File: src/rtl/fwd_select_ctrl_pkg.sv
// Shared constants and the in-flight destination record for the operand-forward selector.
// Select codes name the source that feeds each ALU operand mux.
package fwd_select_ctrl_pkg;

    localparam int FWD_SEL_RF    = 0;
    localparam int FWD_SEL_EXMEM = 1;
    localparam int FWD_SEL_MEMWB = 2;

    localparam int REG_ZERO  = 0;
    localparam int REC_RD_W  = 5;
    localparam int REC_W     = REC_RD_W + 3;

    typedef struct packed {
        logic                valid;
        logic [REC_RD_W-1:0] rd;
        logic                wr_en;
        logic                is_load;
    } fwd_rec_t;

endpackage

File: src/rtl/fwd_select_ctrl_hit.sv
// Combinational match of one in-flight record against one source register index.
// Register 0 is hard-wired and never matches.
module fwd_hit_cmp
    import fwd_select_ctrl_pkg::*;
#(
    parameter int REG_ADDR_W = 5
) (
    input  fwd_rec_t              rec_i,
    input  logic [REG_ADDR_W-1:0] src_i,
    output logic                  hit_o
);

    assign hit_o = rec_i.valid && rec_i.wr_en && (rec_i.rd == src_i)
                   && (src_i != REG_ADDR_W'(REG_ZERO));

endmodule

File: src/rtl/fwd_select_ctrl.sv
// Registered ALU operand-forward selects plus one-bubble load-use stall; selects align with EX.
// Optional FWD_SEL_STATS_EN adds saturating forward/stall event counters.
module fwd_select_ctrl
    import fwd_select_ctrl_pkg::*;
#(
    parameter int REG_ADDR_W = 5,
    parameter int SEL_W      = 2,
    parameter int STAT_W     = 16
) (
    input  logic                  clk,
    input  logic                  rst_n,
    input  logic                  dec_valid,
    input  logic [REG_ADDR_W-1:0] dec_rs,
    input  logic [REG_ADDR_W-1:0] dec_rt,
    input  logic                  dec_uses_rt,
    input  logic [REG_ADDR_W-1:0] dec_rd,
    input  logic                  dec_wr_en,
    input  logic                  dec_is_load,
    input  logic                  flush,
    output logic [SEL_W-1:0]      fwd_a_sel,
    output logic [SEL_W-1:0]      fwd_b_sel,
    output logic                  stall
`ifdef FWD_SEL_STATS_EN
    ,
    output logic [STAT_W-1:0]     stat_fwd_cnt,
    output logic [STAT_W-1:0]     stat_stall_cnt
`endif
);

    fwd_rec_t         ex_rec_q, mem_rec_q, ex_rec_d, dec_rec;
    logic [SEL_W-1:0] fwd_a_sel_q, fwd_b_sel_q, fwd_a_sel_d, fwd_b_sel_d;
    logic             hit_ex_rs, hit_ex_rt, hit_mem_rs, hit_mem_rt;
    logic             issue;

    fwd_hit_cmp #(.REG_ADDR_W(REG_ADDR_W)) u_hit_ex_rs  (.rec_i(ex_rec_q),  .src_i(dec_rs), .hit_o(hit_ex_rs));
    fwd_hit_cmp #(.REG_ADDR_W(REG_ADDR_W)) u_hit_ex_rt  (.rec_i(ex_rec_q),  .src_i(dec_rt), .hit_o(hit_ex_rt));
    fwd_hit_cmp #(.REG_ADDR_W(REG_ADDR_W)) u_hit_mem_rs (.rec_i(mem_rec_q), .src_i(dec_rs), .hit_o(hit_mem_rs));
    fwd_hit_cmp #(.REG_ADDR_W(REG_ADDR_W)) u_hit_mem_rt (.rec_i(mem_rec_q), .src_i(dec_rt), .hit_o(hit_mem_rt));

    // A load in EX cannot supply its data yet; hold decode one cycle so it forwards from MEM/WB instead.
    assign stall = rst_n && dec_valid && !flush && ex_rec_q.is_load
                   && (hit_ex_rs || (dec_uses_rt && hit_ex_rt));
    assign issue = dec_valid && !stall && !flush;

    always_comb begin
        dec_rec         = '0;
        dec_rec.valid   = 1'b1;
        dec_rec.rd      = dec_rd;
        dec_rec.wr_en   = dec_wr_en;
        dec_rec.is_load = dec_is_load;

        ex_rec_d    = '0;
        fwd_a_sel_d = SEL_W'(FWD_SEL_RF);
        fwd_b_sel_d = SEL_W'(FWD_SEL_RF);
        if (issue) begin
            ex_rec_d = dec_rec;
            if (hit_ex_rs)
                fwd_a_sel_d = SEL_W'(FWD_SEL_EXMEM);
            else if (hit_mem_rs)
                fwd_a_sel_d = SEL_W'(FWD_SEL_MEMWB);
            if (dec_uses_rt) begin
                if (hit_ex_rt)
                    fwd_b_sel_d = SEL_W'(FWD_SEL_EXMEM);
                else if (hit_mem_rt)
                    fwd_b_sel_d = SEL_W'(FWD_SEL_MEMWB);
            end
        end
    end

    always_ff @(posedge clk) begin
        if (!rst_n) begin
            ex_rec_q    <= '0;
            mem_rec_q   <= '0;
            fwd_a_sel_q <= '0;
            fwd_b_sel_q <= '0;
        end else begin
            ex_rec_q    <= ex_rec_d;
            mem_rec_q   <= ex_rec_q;
            fwd_a_sel_q <= fwd_a_sel_d;
            fwd_b_sel_q <= fwd_b_sel_d;
        end
    end

    assign fwd_a_sel = fwd_a_sel_q;
    assign fwd_b_sel = fwd_b_sel_q;

`ifdef FWD_SEL_STATS_EN
    logic [STAT_W-1:0] fwd_cnt_q, stall_cnt_q, fwd_cnt_d, stall_cnt_d;

    always_comb begin
        fwd_cnt_d   = fwd_cnt_q;
        stall_cnt_d = stall_cnt_q;
        if (((fwd_a_sel_q != '0) || (fwd_b_sel_q != '0)) && (fwd_cnt_q != '1))
            fwd_cnt_d = fwd_cnt_q + 1'b1;
        if (stall && (stall_cnt_q != '1))
            stall_cnt_d = stall_cnt_q + 1'b1;
    end

    always_ff @(posedge clk) begin
        if (!rst_n) begin
            fwd_cnt_q   <= '0;
            stall_cnt_q <= '0;
        end else begin
            fwd_cnt_q   <= fwd_cnt_d;
            stall_cnt_q <= stall_cnt_d;
        end
    end

    assign stat_fwd_cnt   = fwd_cnt_q;
    assign stat_stall_cnt = stall_cnt_q;
`endif

endmodule
File: config.mk
export PLATFORM = sky130hd
export DESIGN_NAME = fwd_select_ctrl
export DESIGN_NICKNAME = d
export VERILOG_FILES = /design/src/rtl/fwd_select_ctrl_pkg.sv /design/src/rtl/fwd_select_ctrl_hit.sv /design/src/rtl/fwd_select_ctrl.sv
export SDC_FILE = /design/constraint.sdc
export NUM_CORES = 1
export LEC_CHECK = 0
export ABC_AREA = 1
export BUFFER_PORTS_ARGS = -buffer_cell sky130_fd_sc_hd__buf_2
export CAP_MARGIN = 5
export CORE_MARGIN = 2
export CORE_UTILIZATION = 41
export DETAILED_ROUTE_END_ITERATION = 12
export PLACE_DENSITY = 0.65
export SLEW_MARGIN = 20
export SYNTH_ARGS = -nofsm -noshare
export SYNTH_HDL_FRONTEND = slang
export SYNTH_SLANG_ARGS = --single-unit
File: constraint.sdc
create_clock -name clk -period 3.1 [get_ports clk]
set_clock_uncertainty 0.2 [all_clocks]
set_input_delay 0.465 -clock clk [delete_from_list [all_inputs] [get_ports clk]]
set_output_delay 0.465 -clock clk [all_outputs]
set_load 0.02 [all_outputs]
* Word-level counts from Yosys, hierarchy flattened *
Cells that the tools add are included.

word-level totals
  register bits after elaboration = 19
  input port bits = 22
  output and inout bits = 5
  word-level logic and storage cells = 49

operators by class
  eq/ne operators = 4
  muxes and demuxes = 5
  bitwise operators = 3
  reductions and logical operators = 26

operators by type and width
  cell               number
  $eq 5x5->1         4
  $logic_and 1x1->1  17
  $reduce_bool 5->1  2
  $mux 8             1
  $mux 2             2
  $reduce_or 4->1    1
  $not 1->1          3
  $reduce_and 3->1   1
  $reduce_or 3->1    1
  $logic_not 1->1    2
  $mux 1             2
  $reduce_and 2->1   1
  $logic_or 1x1->1   1

* Depth between registers and ports, before layout *
  depth in word-level cells = 11
  mapped depth = 11
  gate-level depth less buffers = 10

* Hierarchy *
A second synthesis with hierarchy kept.

second synthesis, totals
  cells, all modules = 197
  area total of the unflattened synthesis = 1174.9 sq um

modules (own cells, without submodules)
  module           times used  cells an instance  area an instance (sq um)  seq. area each (sq um)
  fwd_select_ctrl  1           69                 649.4                     400.4
  fwd_hit_cmp      4           32                 131.4                     0.0

* Worst setup path before layout *
No wires, ideal clock.

  kind = input -> output
  start = input port dec_rt[2]
  end = output port stall
  arrival time = 1.139 ns
  data required time = 2.435 ns
  path slack = 1.296 ns
  cell stages on the path = 9
  buffers on the path = 0
  cells stage by stage = inv_1 -> nand2_1 -> nand2_1 -> nand3_1 -> nor2_4 -> nand3_2 -> nand2_1 -> nand2_2 -> inv_1

on the way
  longest elaborated chain between the ends = 6
  elaborated cells between the ends (all ways) = 7
  those cells by class = eq/ne (1); reduce/logical (6)

ends and longest elaborated chain
  what                 line                       text
  from (decl)          fwd_select_ctrl.sv:14      input logic [REG_ADDR_W-1:0] dec_rt,
  $eq 5x5->1           fwd_select_ctrl_hit.sv:13  assign hit_o = rec_i.valid && rec_i.wr_en && (rec_i.rd == src_i)
  $logic_and 1x1->1    fwd_select_ctrl_hit.sv:13
  $logic_and 1x1->1 *  fwd_select_ctrl_hit.sv:14  && (src_i != REG_ADDR_W'(REG_ZERO));
  $logic_and 1x1->1 *  fwd_select_ctrl.sv:42      && (hit_ex_rs || (dec_uses_rt && hit_ex_rt));
  $logic_or 1x1->1 *   fwd_select_ctrl.sv:42
  $logic_and 1x1->1 *  fwd_select_ctrl.sv:42
  to (decl)            fwd_select_ctrl.sv:22      output logic stall

Every way passes the cells marked *; elsewhere a longest branch is shown, timed or not.

* Final worst setup path *
  start = register ex_rec_q[2] in the netlist's numbering
  end = output port stall

on the way
  longest elaborated chain between the ends = 6
  elaborated cells between the ends (all ways) = 9
  those cells by class = eq/ne (2); reduce/logical (7)

ends and longest elaborated chain
  what                    line                       text
  from (decl)             fwd_select_ctrl.sv:30      fwd_rec_t ex_rec_q, mem_rec_q, ex_rec_d, dec_rec;
  from (signal assigned)  fwd_select_ctrl.sv:77      ex_rec_q <= ex_rec_d;
  $eq 5x5->1              fwd_select_ctrl_hit.sv:13
  $logic_and 1x1->1       fwd_select_ctrl_hit.sv:13
  $logic_and 1x1->1       fwd_select_ctrl_hit.sv:14
  $logic_and 1x1->1       fwd_select_ctrl.sv:42
  $logic_or 1x1->1 *      fwd_select_ctrl.sv:42
  $logic_and 1x1->1 *     fwd_select_ctrl.sv:42

Marked as above.

==> results.toml <==
[clock_tree]
clock-root-buffer = "clkbuf_4"
htree_levels = 1
clock_sinks = 19
clk_pin_slew_ns = 0.10
clockBufferDepth = 2
cts_hold_buf = 0
cts_tree = "yes"
postCtsSetupRepairBufs = 0
clkLatencyLatePin_ns = 0.28
cts_made_buffers = 3
cts_resized = 0

[timing]
final_max_slew_viol_count = 0
fin_ws_ns = 0.947
timing.final.hold_violations = 0
min_period_ns = 2.15
finalCritPeriodShare_pct = 69.5
fmax_mhz = 464
tightest_slew_ns = 0.333
rsz0062_at_grt = "no"
finalSetupViolCount = 0
max-slew-margin-rel_pct = 77.7
setup_tns_ns = 0

[pwr]
vdd_drop_max_uv = 282
power_density_nw_per_um2 = 362
total_power_mw = 0.428
leakagePower_nw = 0.682

[global_routing]
grt_util_met3_pct = 1.98
grtUsageTotal_pct = 16.6
grt_pass1_wl_um = 3450
antenna_found_initial = 0
grt_pass1_vias = 878
grt-busiest-layer = "met2"
grt_max_degree = 12
gr-usage-met1_pct = 20.5
grtUsageMet2_pct = 29.2
grt-ovfl-total = 0

[placement]
io_buffers = 26
post-dp-hpwl_um = 1700
place.gp.congestion = 0.932
dpl_worst_slack_ns = 1.05

[setup_path]
critPathSlowestCell = "dfxtp_1"
crit_path_max_incr_delay_ns = 0.42
crit_type = "reg -> out"
r2r_start = "ex_rec_q[2]"
endpoint_kind = "output pin"
cp-startpoint = "ex_rec_q[2]"
crit_path_max_fanout = 4
cp.arrival_ns = 1.49
required_ns = 2.43
cp_common_cell = "nand2_1"
crit_chain = "inv_2 -> nand2_1 -> nand3_1 -> nor2_4 -> nand3_2 -> nand2_1 -> nand2_2 -> inv_1 -> buf_2"
cp-start-kind = "register"

[detailed_routing]
vias = 928
drtIter0Drc = 22
drc = 0
post_drt_wl_per_cell_um = 9.90
firstDrtPassIters = 4
routed_wl_um = 2060
avgViaCountPerCell = 4.46
route.antenna.remaining_nets = 0

[run_status]
status = "complete, no violations"

[logic_synthesis]
syn_area_sq_um = 1000
syn_inst = 152
dominantRegCellSynth = "dfxtp_1"
synth_commonest_cells = "nand2_1, inv_1, dfxtp_1"
synth_cell_type_count = 22
yosysMostFrequentCell = "nand2_1"
ys_warn_count = 0
post-synth-top-area-cell = "dfxtp_1"
synth_edf_count = 0
synthArstFlopShare_pct = 0
synth_top_area_share_pct = 37.9
ys_ff_latch = 19
synth_nets = 174
syn_avg_cell_area_sq_um = 6.61
synth_area_leaders = "dfxtp_1, nand2_1, inv_1, nor2_2, nor2_1"
ys_seq_area_share_pct = 37.9

[min_path]
hold_path_class = "in -> reg"
min_from = "dec_rd[2]"

[die]
core_sq_um = 2250
die-height_um = 53.5
rows = 17
dieArea_sq_um = 2860
die-width_um = 53.5
io_pins = 27
initial_core_util_pct = 44.6

[final_layout]
layout-drive-gt1-share_pct = 28.9
nNetsFinal = 203
n_antenna_cell = 0
area_delta_synth_final_pct = 17.6

[job]
drv_cap = 0
placed cells by master (no fill, tap or decap), types with 2 or more instances in the layout:
cell type and count:
buf_2 26, clkbuf_4 3, dfxtp_1 19, inv_1 37, inv_2 5, nand2_1 40, nand2_2 2, nand3_1 6
nand3_2 2, nand4_1 3, nor2_1 9, nor2_2 11, o21ai_0 3, o22ai_1 2, xnor2_1 2, xor2_1 3
metrics by stage:
stage,cells,area (sq um),hold slack [ns],utilization (%)
5_1_grt,208,1180,0.163,52.4
3_3_place_gp,204,1150,0.222,51.2
3_5_place_dp,204,1150,0.229,51.2
4_1_cts,208,1180,0.171,52.4
6_report,208,1180,0.180,52.4
2_1_floorplan,152,1000,0.213,-
area by class of cell:
type                       instances  area [sq um]
clock buffer                       3          22.5
clock inverter                     1          5.00
fill                             222          1070
inverter                          42           158
multi-input combinational         89           450
sequential                        19           380
tap                               28          35.0
timing repair buffer              26           130
kinds of logic after synthesis:
logic type | Yosys count | share of synthesized area (%)
XOR/XNOR | 5 | 4.36
flip-flops | 19 | 37.9
AO/OA/AOI/OAI | 8 | 4.86
buffers and inverters | 44 | 17.3
AND/OR/NAND/NOR | 76 | 35.6
state kept, by name (all words and copies together) (netlist names):
| register | flops |
|---|---|
| mem_rec_q | 7 |
| fwd_b_sel | 2 |
| ex_rec_q | 8 |
| fwd_a_sel | 2 |
critical path: cells and delay by family, from the launching register on:
family	cells	cell delay, ns
and+or+nand+nor	6	0.52
DFF	1	0.42
buffers and inverters	3	0.25
worst paths after layout:
check | endpoint | slack (ns) | depth (start not counted)
setup / recovery | stall | 0.95 | 9
hold / removal | ex_rec_q[4] | 0.18 | 3
setup reg to reg | ex_rec_q[4] | 1.45 | 9
hold reg to reg | mem_rec_q[7] | 0.24 | 2
layer usage:
layer	vias up	part of all wire (%)
li1	499	-
met1	406	45
met2	21	49
met3	2	5.0
met4	0	0.68
met5	-	0
power by group:
part	internal, mW	switching [mW]
Clock	0.0479	0.0712
Sequential	0.249	0.00377
Combinational	0.0233	0.0334
(Power assumes the default switching activity.)
